File: src/rtl/alu_issue_stage_if.sv
// Bundle of every signal between the ALU issue stage and its neighbours:
// the fetch-side handshake, the register-file read ports and the ALU-side
// handshake. The stage itself uses the slave view; fetch, regfile and ALU
// together form the master view.
interface alu_issue_stage_if #(
    parameter int DATA_W = 32,
    parameter int OPC_W  = 4,
    parameter int REG_AW = 5
);
    // Fetch side
    logic              in_valid;
    logic              in_ready;
    logic [31:0]       in_instr;

    // Register-file read ports (asynchronous read)
    logic [REG_AW-1:0] rs1_addr;
    logic [REG_AW-1:0] rs2_addr;
    logic [DATA_W-1:0] rs1_data;
    logic [DATA_W-1:0] rs2_data;

    // ALU side
    logic              out_valid;
    logic              out_ready;
    logic [OPC_W-1:0]  out_opcode;
    logic [DATA_W-1:0] out_num1;
    logic [DATA_W-1:0] out_num2;
    logic [REG_AW-1:0] out_rd;
    logic              out_illegal;

    modport slave (
        input  in_valid, in_instr, rs1_data, rs2_data, out_ready,
        output in_ready, rs1_addr, rs2_addr,
               out_valid, out_opcode, out_num1, out_num2, out_rd, out_illegal
    );

    modport master (
        output in_valid, in_instr, rs1_data, rs2_data, out_ready,
        input  in_ready, rs1_addr, rs2_addr,
               out_valid, out_opcode, out_num1, out_num2, out_rd, out_illegal
    );
endinterface

File: src/rtl/alu_issue_stage.sv
// ALU issue stage: decodes RV32I register/immediate ALU instructions, reads
// the operands from the register file in the accept cycle and issues
// opcode/operands/rd/illegal through a two-entry skid buffer. in_ready is a
// flop, so there is no combinational path from out_ready back to fetch.
module alu_issue_stage #(
    parameter int DATA_W = 32,
    parameter int OPC_W  = 4,
    parameter int REG_AW = 5
) (
    input  logic clk,
    input  logic rst_n,
    alu_issue_stage_if.slave bus
);

    localparam logic [6:0] MAJ_OP     = 7'b0110011;
    localparam logic [6:0] MAJ_OP_IMM = 7'b0010011;
    localparam logic [6:0] F7_BASE    = 7'b0000000;
    localparam logic [6:0] F7_ALT     = 7'b0100000;

    localparam logic [OPC_W-1:0] ALU_ADD  = OPC_W'(0);
    localparam logic [OPC_W-1:0] ALU_SUB  = OPC_W'(1);
    localparam logic [OPC_W-1:0] ALU_AND  = OPC_W'(2);
    localparam logic [OPC_W-1:0] ALU_OR   = OPC_W'(3);
    localparam logic [OPC_W-1:0] ALU_XOR  = OPC_W'(4);
    localparam logic [OPC_W-1:0] ALU_SLTU = OPC_W'(5);

    typedef enum logic [1:0] {
        EMPTY = 2'd0,
        FULL  = 2'd1,
        SKID  = 2'd2
    } state_t;

    typedef struct packed {
        logic [OPC_W-1:0]  opcode;
        logic [DATA_W-1:0] num1;
        logic [DATA_W-1:0] num2;
        logic [REG_AW-1:0] rd;
        logic              illegal;
    } entry_t;

    state_t      state;
    entry_t      m;            // output register, drives out_*
    entry_t      s;            // skid register, second entry
    entry_t      dec;
    logic        out_valid_q;
    logic        in_ready_q;
    logic        accept;
    logic        legal;
    logic        f3_ok;
    logic [OPC_W-1:0] f3_op;

    logic [6:0]  major;
    logic [2:0]  f3;
    logic [6:0]  f7;
    logic [DATA_W-1:0] imm;

    assign major  = bus.in_instr[6:0];
    assign f3     = bus.in_instr[14:12];
    assign f7     = bus.in_instr[31:25];
    assign imm    = {{(DATA_W-12){bus.in_instr[31]}}, bus.in_instr[31:20]};
    assign accept = bus.in_valid && in_ready_q;

    assign bus.rs1_addr = bus.in_instr[19:15];
    assign bus.rs2_addr = bus.in_instr[24:20];

    // Decode the incoming word into an ALU entry; anything unsupported becomes an all-zero entry flagged illegal.
    always_comb begin
        // NOTE: every variable gets a default first so no path leaves it unassigned, which would infer a latch.
        dec   = '0;
        legal = 1'b0;
        f3_ok = 1'b1;
        f3_op = ALU_ADD;
        case (f3)
            3'b000:  f3_op = ALU_ADD;
            3'b100:  f3_op = ALU_XOR;
            3'b110:  f3_op = ALU_OR;
            3'b111:  f3_op = ALU_AND;
            3'b011:  f3_op = ALU_SLTU;
            default: f3_ok = 1'b0;   // shifts, SLT/SLTI
        endcase

        case (major)
            MAJ_OP: begin
                dec.num2 = bus.rs2_data;
                if (f7 == F7_BASE && f3_ok) begin
                    legal      = 1'b1;
                    dec.opcode = f3_op;
                end else if (f7 == F7_ALT && f3 == 3'b000) begin
                    legal      = 1'b1;
                    dec.opcode = ALU_SUB;
                end
            end
            MAJ_OP_IMM: begin
                dec.num2 = imm;
                if (f3_ok) begin
                    legal      = 1'b1;
                    dec.opcode = f3_op;
                end
            end
            default: legal = 1'b0;
        endcase

        if (legal) begin
            dec.num1 = bus.rs1_data;
            dec.rd   = bus.in_instr[11:7];
        end else begin
            dec         = '0;
            dec.illegal = 1'b1;
        end
    end

    // Skid-buffer FSM: owns state, both entry registers and the registered handshake outputs.
    always_ff @(posedge clk or negedge rst_n) begin
        // NOTE: data registers are reset too, so out_* read as zero after reset rather than stale values.
        if (!rst_n) begin
            state       <= EMPTY;
            out_valid_q <= 1'b0;
            in_ready_q  <= 1'b1;
            m           <= '0;
            s           <= '0;
        end else begin
            // NOTE: sequential state uses non-blocking assignments so every flop samples pre-edge values.
            case (state)
                EMPTY: begin
                    if (accept) begin
                        m           <= dec;
                        state       <= FULL;
                        out_valid_q <= 1'b1;
                    end
                end
                FULL: begin
                    if (accept && bus.out_ready) begin
                        m <= dec;
                    end else if (accept) begin
                        s          <= dec;
                        state      <= SKID;
                        in_ready_q <= 1'b0;
                    end else if (bus.out_ready) begin
                        state       <= EMPTY;
                        out_valid_q <= 1'b0;
                    end
                end
                SKID: begin
                    if (bus.out_ready) begin
                        m          <= s;
                        state      <= FULL;
                        in_ready_q <= 1'b1;
                    end
                end
                default: begin
                    state       <= EMPTY;
                    out_valid_q <= 1'b0;
                    in_ready_q  <= 1'b1;
                end
            endcase
        end
    end

    assign bus.in_ready    = in_ready_q;
    assign bus.out_valid   = out_valid_q;
    assign bus.out_opcode  = m.opcode;
    assign bus.out_num1    = m.num1;
    assign bus.out_num2    = m.num2;
    assign bus.out_rd      = m.rd;
    assign bus.out_illegal = m.illegal;

endmodule

File: src/flat_wrapper.sv
// flat-port wrapper written by rule: the top's interface ports become plain ports
module alu_issue_stage_flat 
#(
    parameter int DATA_W = 32,
    parameter int OPC_W  = 4,
    parameter int REG_AW = 5
)
  (clk, rst_n, bus_in_valid, bus_in_instr, bus_rs1_data, bus_rs2_data, bus_out_ready, bus_in_ready, bus_rs1_addr, bus_rs2_addr, bus_out_valid, bus_out_opcode, bus_out_num1, bus_out_num2, bus_out_rd, bus_out_illegal);
  alu_issue_stage_if #(.DATA_W(DATA_W), .OPC_W(OPC_W), .REG_AW(REG_AW)) bus_i ();
  input  logic clk;
  input  logic rst_n;
  input wire logic [$bits(bus_i.in_valid)-1:0] bus_in_valid;
  input wire logic [$bits(bus_i.in_instr)-1:0] bus_in_instr;
  input wire logic [$bits(bus_i.rs1_data)-1:0] bus_rs1_data;
  input wire logic [$bits(bus_i.rs2_data)-1:0] bus_rs2_data;
  input wire logic [$bits(bus_i.out_ready)-1:0] bus_out_ready;
  output wire logic [$bits(bus_i.in_ready)-1:0] bus_in_ready;
  output wire logic [$bits(bus_i.rs1_addr)-1:0] bus_rs1_addr;
  output wire logic [$bits(bus_i.rs2_addr)-1:0] bus_rs2_addr;
  output wire logic [$bits(bus_i.out_valid)-1:0] bus_out_valid;
  output wire logic [$bits(bus_i.out_opcode)-1:0] bus_out_opcode;
  output wire logic [$bits(bus_i.out_num1)-1:0] bus_out_num1;
  output wire logic [$bits(bus_i.out_num2)-1:0] bus_out_num2;
  output wire logic [$bits(bus_i.out_rd)-1:0] bus_out_rd;
  output wire logic [$bits(bus_i.out_illegal)-1:0] bus_out_illegal;
  assign bus_i.in_valid = bus_in_valid;
  assign bus_i.in_instr = bus_in_instr;
  assign bus_i.rs1_data = bus_rs1_data;
  assign bus_i.rs2_data = bus_rs2_data;
  assign bus_i.out_ready = bus_out_ready;
  assign bus_in_ready = bus_i.in_ready;
  assign bus_rs1_addr = bus_i.rs1_addr;
  assign bus_rs2_addr = bus_i.rs2_addr;
  assign bus_out_valid = bus_i.out_valid;
  assign bus_out_opcode = bus_i.out_opcode;
  assign bus_out_num1 = bus_i.out_num1;
  assign bus_out_num2 = bus_i.out_num2;
  assign bus_out_rd = bus_i.out_rd;
  assign bus_out_illegal = bus_i.out_illegal;
  alu_issue_stage #(.DATA_W(DATA_W), .OPC_W(OPC_W), .REG_AW(REG_AW)) u_core (.clk(clk), .rst_n(rst_n), .bus(bus_i));
endmodule
File: config.mk
export PLATFORM = sky130hd
export DESIGN_NAME = alu_issue_stage_flat
export DESIGN_NICKNAME = d
export VERILOG_FILES = /design/src/rtl/alu_issue_stage_if.sv /design/src/rtl/alu_issue_stage.sv /design/src/flat_wrapper.sv
export SDC_FILE = /design/constraint.sdc
export NUM_CORES = 1
export LEC_CHECK = 0
export ABC_AREA = 1
export BUFFER_PORTS_ARGS = -buffer_cell sky130_fd_sc_hd__buf_4
export CAP_MARGIN = 20
export CORE_ASPECT_RATIO = 0.9
export CORE_MARGIN = 10
export CORE_UTILIZATION = 45
export CTS_BUF_LIST = sky130_fd_sc_hd__clkbuf_8
export DETAILED_ROUTE_END_ITERATION = 12
export PLACE_DENSITY = 0.79
export SETUP_SLACK_MARGIN = 0.02
export SYNTH_ARGS = -nofsm -noshare
export SYNTH_HDL_FRONTEND = slang
export SYNTH_SLANG_ARGS = --single-unit
File: constraint.sdc
create_clock -name clk -period 2.3 [get_ports clk]
set_clock_uncertainty 0.05 [all_clocks]
set_input_delay 0.46 -clock clk [delete_from_list [all_inputs] [get_ports clk]]
set_output_delay 0.46 -clock clk [all_outputs]
set_load 0.01 [all_outputs]
==> metrics.md <==
| Metric | Value |
|---|---|
| Synthesized area per cell | `7.14 µm²` |
| Placer congestion estimate | `roughly 0.80` |
| Synth top area cells | `dfrtp_1 (51%), nand2_1 (27%), nor2_1 (8.3%)` |
| Worst-path clk slew | `0.09 ns` |
| Post-DP HPWL | `12.9 mm` |
| Kind of critical path | `register to register` |
| Synthesized cell area | `7270 µm²` |
| Grt ovf | `0` |
| Required time worst endpoint | `2.63 ns` |
| Maxcap violations | `0` |
| Synth-to-layout area growth | `25.4%` |
| Clock Path Buffers | `2` |
| Vert. Die Dim | `roughly 140 µm` |
| Layout Nets | `1258` |
| Drt pass-1 iters | `5` |
| Crit path capture type | `register` |
| Commonest non-fill, non-tap cell in the layout | `nand2_1` |
| Fillcell total | `1492` |
| Register bit total from synthesis | `150` |
| Row count | `44` |
| Pre-CTS setup slack | `0.234 ns` |
| Die area | `21600 µm²` |
| Outcome | `finished, final reports clean` |
| Final core occ | `57.1%` |
| Routed WL per cell | `13.9 µm` |
| Die X | `around 150 µm` |
| Yosys top cell area share | `51.3%` |
| CTS sink count | `150` |
| First-pass GRT wire length | `32.4 mm` |
| DRC errors left | `0` |
| Num CTS Buffers | `17` |
| Diode count | `0` |
| Vias in the first global route | `approximately 6600` |
| # setup viols final | `0` |
| Resized Gates After CTS | `0` |
| Num ports | `186` |
| Tightest Pin Transition | `0.686 ns` |
| Fin crit period | `2.00 ns` |
| Warnings from Yosys | `0` |
| Core area | `approximately 16000 µm²` |
| Type of the most critical hold path | `primary input to register` |
| Drt total wl | `19.1 mm` |
| Startpoint types | `register` |
| Yosys top cell by area | `dfrtp_1` |
| H-tree depth | `4` |
| Total setup buffers inserted after CTS | `0` |
| Initial Utilization | `45.5%` |
| Most used cells in the layout excluding fill and tap cells | `nand2_1 (526), buf_4 (183), nor2_1 (161)` |
| Worst VDD drop | `519 µV` |
| Largest net degree at the start of global routing | `148` |
| Initial drt markers | `504` |
| Post-route ant nets | `0` |
| Final hold violations | `0` |
| PortBufs | `174` |
| Post-synthesis sequential area ratio | `approximately half` |
| Via/cell ratio | `4.83` |
| Max Freq | `501 MHz` |
| Setup_tns | `0 ns` |
| Clock Latency Late Sink | `0.44 ns` |
| Lkg Pwr | `5.48 nW` |
| Crit Path Max Fanout | `69` |
| RSZ-0062 raised after global routing | `no` |
| Hold WS | `0.193 ns` |
| WP data arrival | `2.33 ns` |
| Yosys cell types | `23` |
| Initial antenna violation count | `0` |
| Via count | `6651` |
| GRT Util Overall | `17.7%` |
| Worst rel slew slack | `54.3%` |
| Setup WS post-layout | `just over 0.3 ns` |
| Final Max Slew Viols | `0` |
| Count of hold-fix buffers inserted at cts | `1` |
| Final Cycle Share | `86.8%` |
| P per Cell Area | `855 nW/µm²` |
| Layout cell share with drive strength beyond 1 | `between 10% and 20%` |
| Clock tree root buffer cell | `clkbuf_8` |
| Gate Count Post-Synth | `1018` |
| Clock tree from TritonCTS | `yes` |
| Syn_nets | `approximately 1100` |
worst max-delay path, stage by stage (launching register included):
cell and delay [ns]:
dfstp_2 0.57, nand2_1 0.13, o21ai_0 0.36, o21ai_4 0.12, buf_4 0.36, nor2_1 0.20, nand2_1 0.08, nand2_1 0.06
routing by layer:
layer  routed length (µm)  part of all wire, %  global-route usage, %  vias to the layer above
met5                    0                    0                      0                        -
met4                  133                 0.70                   4.47                        0
met3                 1390                  7.3                   5.93                       10
met2                 8570                   45                   26.4                      197
met1                 9030                   47                   24.2                     3056
li1                     -                    -                      -                     3388
sequential cells by signal (all words and copies together), names as in the netlist:
signal	count
u_core.bus.out_illegal	1
u_core.bus.out_valid	1
u_core.state	2
u_core.bus.out_num1	32
u_core.bus.in_ready	1
u_core.bus.out_rd	5
u_core.bus.out_opcode	3
u_core.bus.out_num2	32
u_core.s	73
through the flow:
step | cells | power (mW) | instance area, µm²
3_5_place_dp | 1345 | 5.79 | 8700
6_report | 1378 | 7.79 | 9120
5_1_grt | 1378 | 8.33 | 9120
3_3_place_gp | 1345 | 5.72 | 8700
2_1_floorplan | 1018 | 4.65 | 7270
4_1_cts | 1378 | 7.90 | 9120
cell usage after synthesis, drive strengths merged:
library cell  number
inv                9
a21oi              1
a31oi              1
nand2            527
conb               1
o311ai             1
nand3             11
o31ai              2
nor3               1
nand3b             2
nor2             164
clkbuf            12
dfrtp            149
o21ai             77
dfstp              1
buf               59
path summary, 6_finish.rpt:
check | startpoint | to | slack (ns) | cells past startpoint
setup reg to reg | u_core.bus.in_ready | u_core.bus.out_num1[18] | 0.30 | 7
min in group asynchronous | rst_n | u_core.bus.out_num1[30] | 0.48 | 2
setup / recovery | u_core.bus.in_ready | u_core.bus.out_num1[18] | 0.30 | 7
max in group asynchronous | rst_n | u_core.bus.out_num2[31] | 1.00 | 3
hold reg to reg | u_core.bus.out_num2[31] | u_core.bus.out_num2[31] | 0.43 | 2
hold / removal | bus_out_ready | u_core.state[1] | 0.19 | 2
power breakdown:
part	internal, mW	switching (mW)	total, mW
logic	0.994	1.40	2.40
registers	3.05	0.262	3.31
clock network	0.993	1.10	2.09
total	5.03	2.76	7.79
layout make-up:
type	count	area (µm²)	share of cell area, %
Clock buffer	17	234	2.57
Clock inverter	15	170	1.87
Inverter	9	36.3	0.398
Multi-Input combinational cell	788	3130	34.3
Sequential cell	150	3750	41.2
Tap cell	207	259	2.84
Timing Repair Buffer	192	1540	16.8
logic make-up (layout without fill, tap and decap cells):
logic type,after synthesis,after routing,synth area share [%]
DFF,150,150,51.7
and+or+nand+nor,705,705,37.0
AOI/OAI and AO/OA,82,82,5.78
other,1,1,0.0516
buffers and inverters,80,233,5.56
No activity file was read; power rests on OpenSTA's default activity.
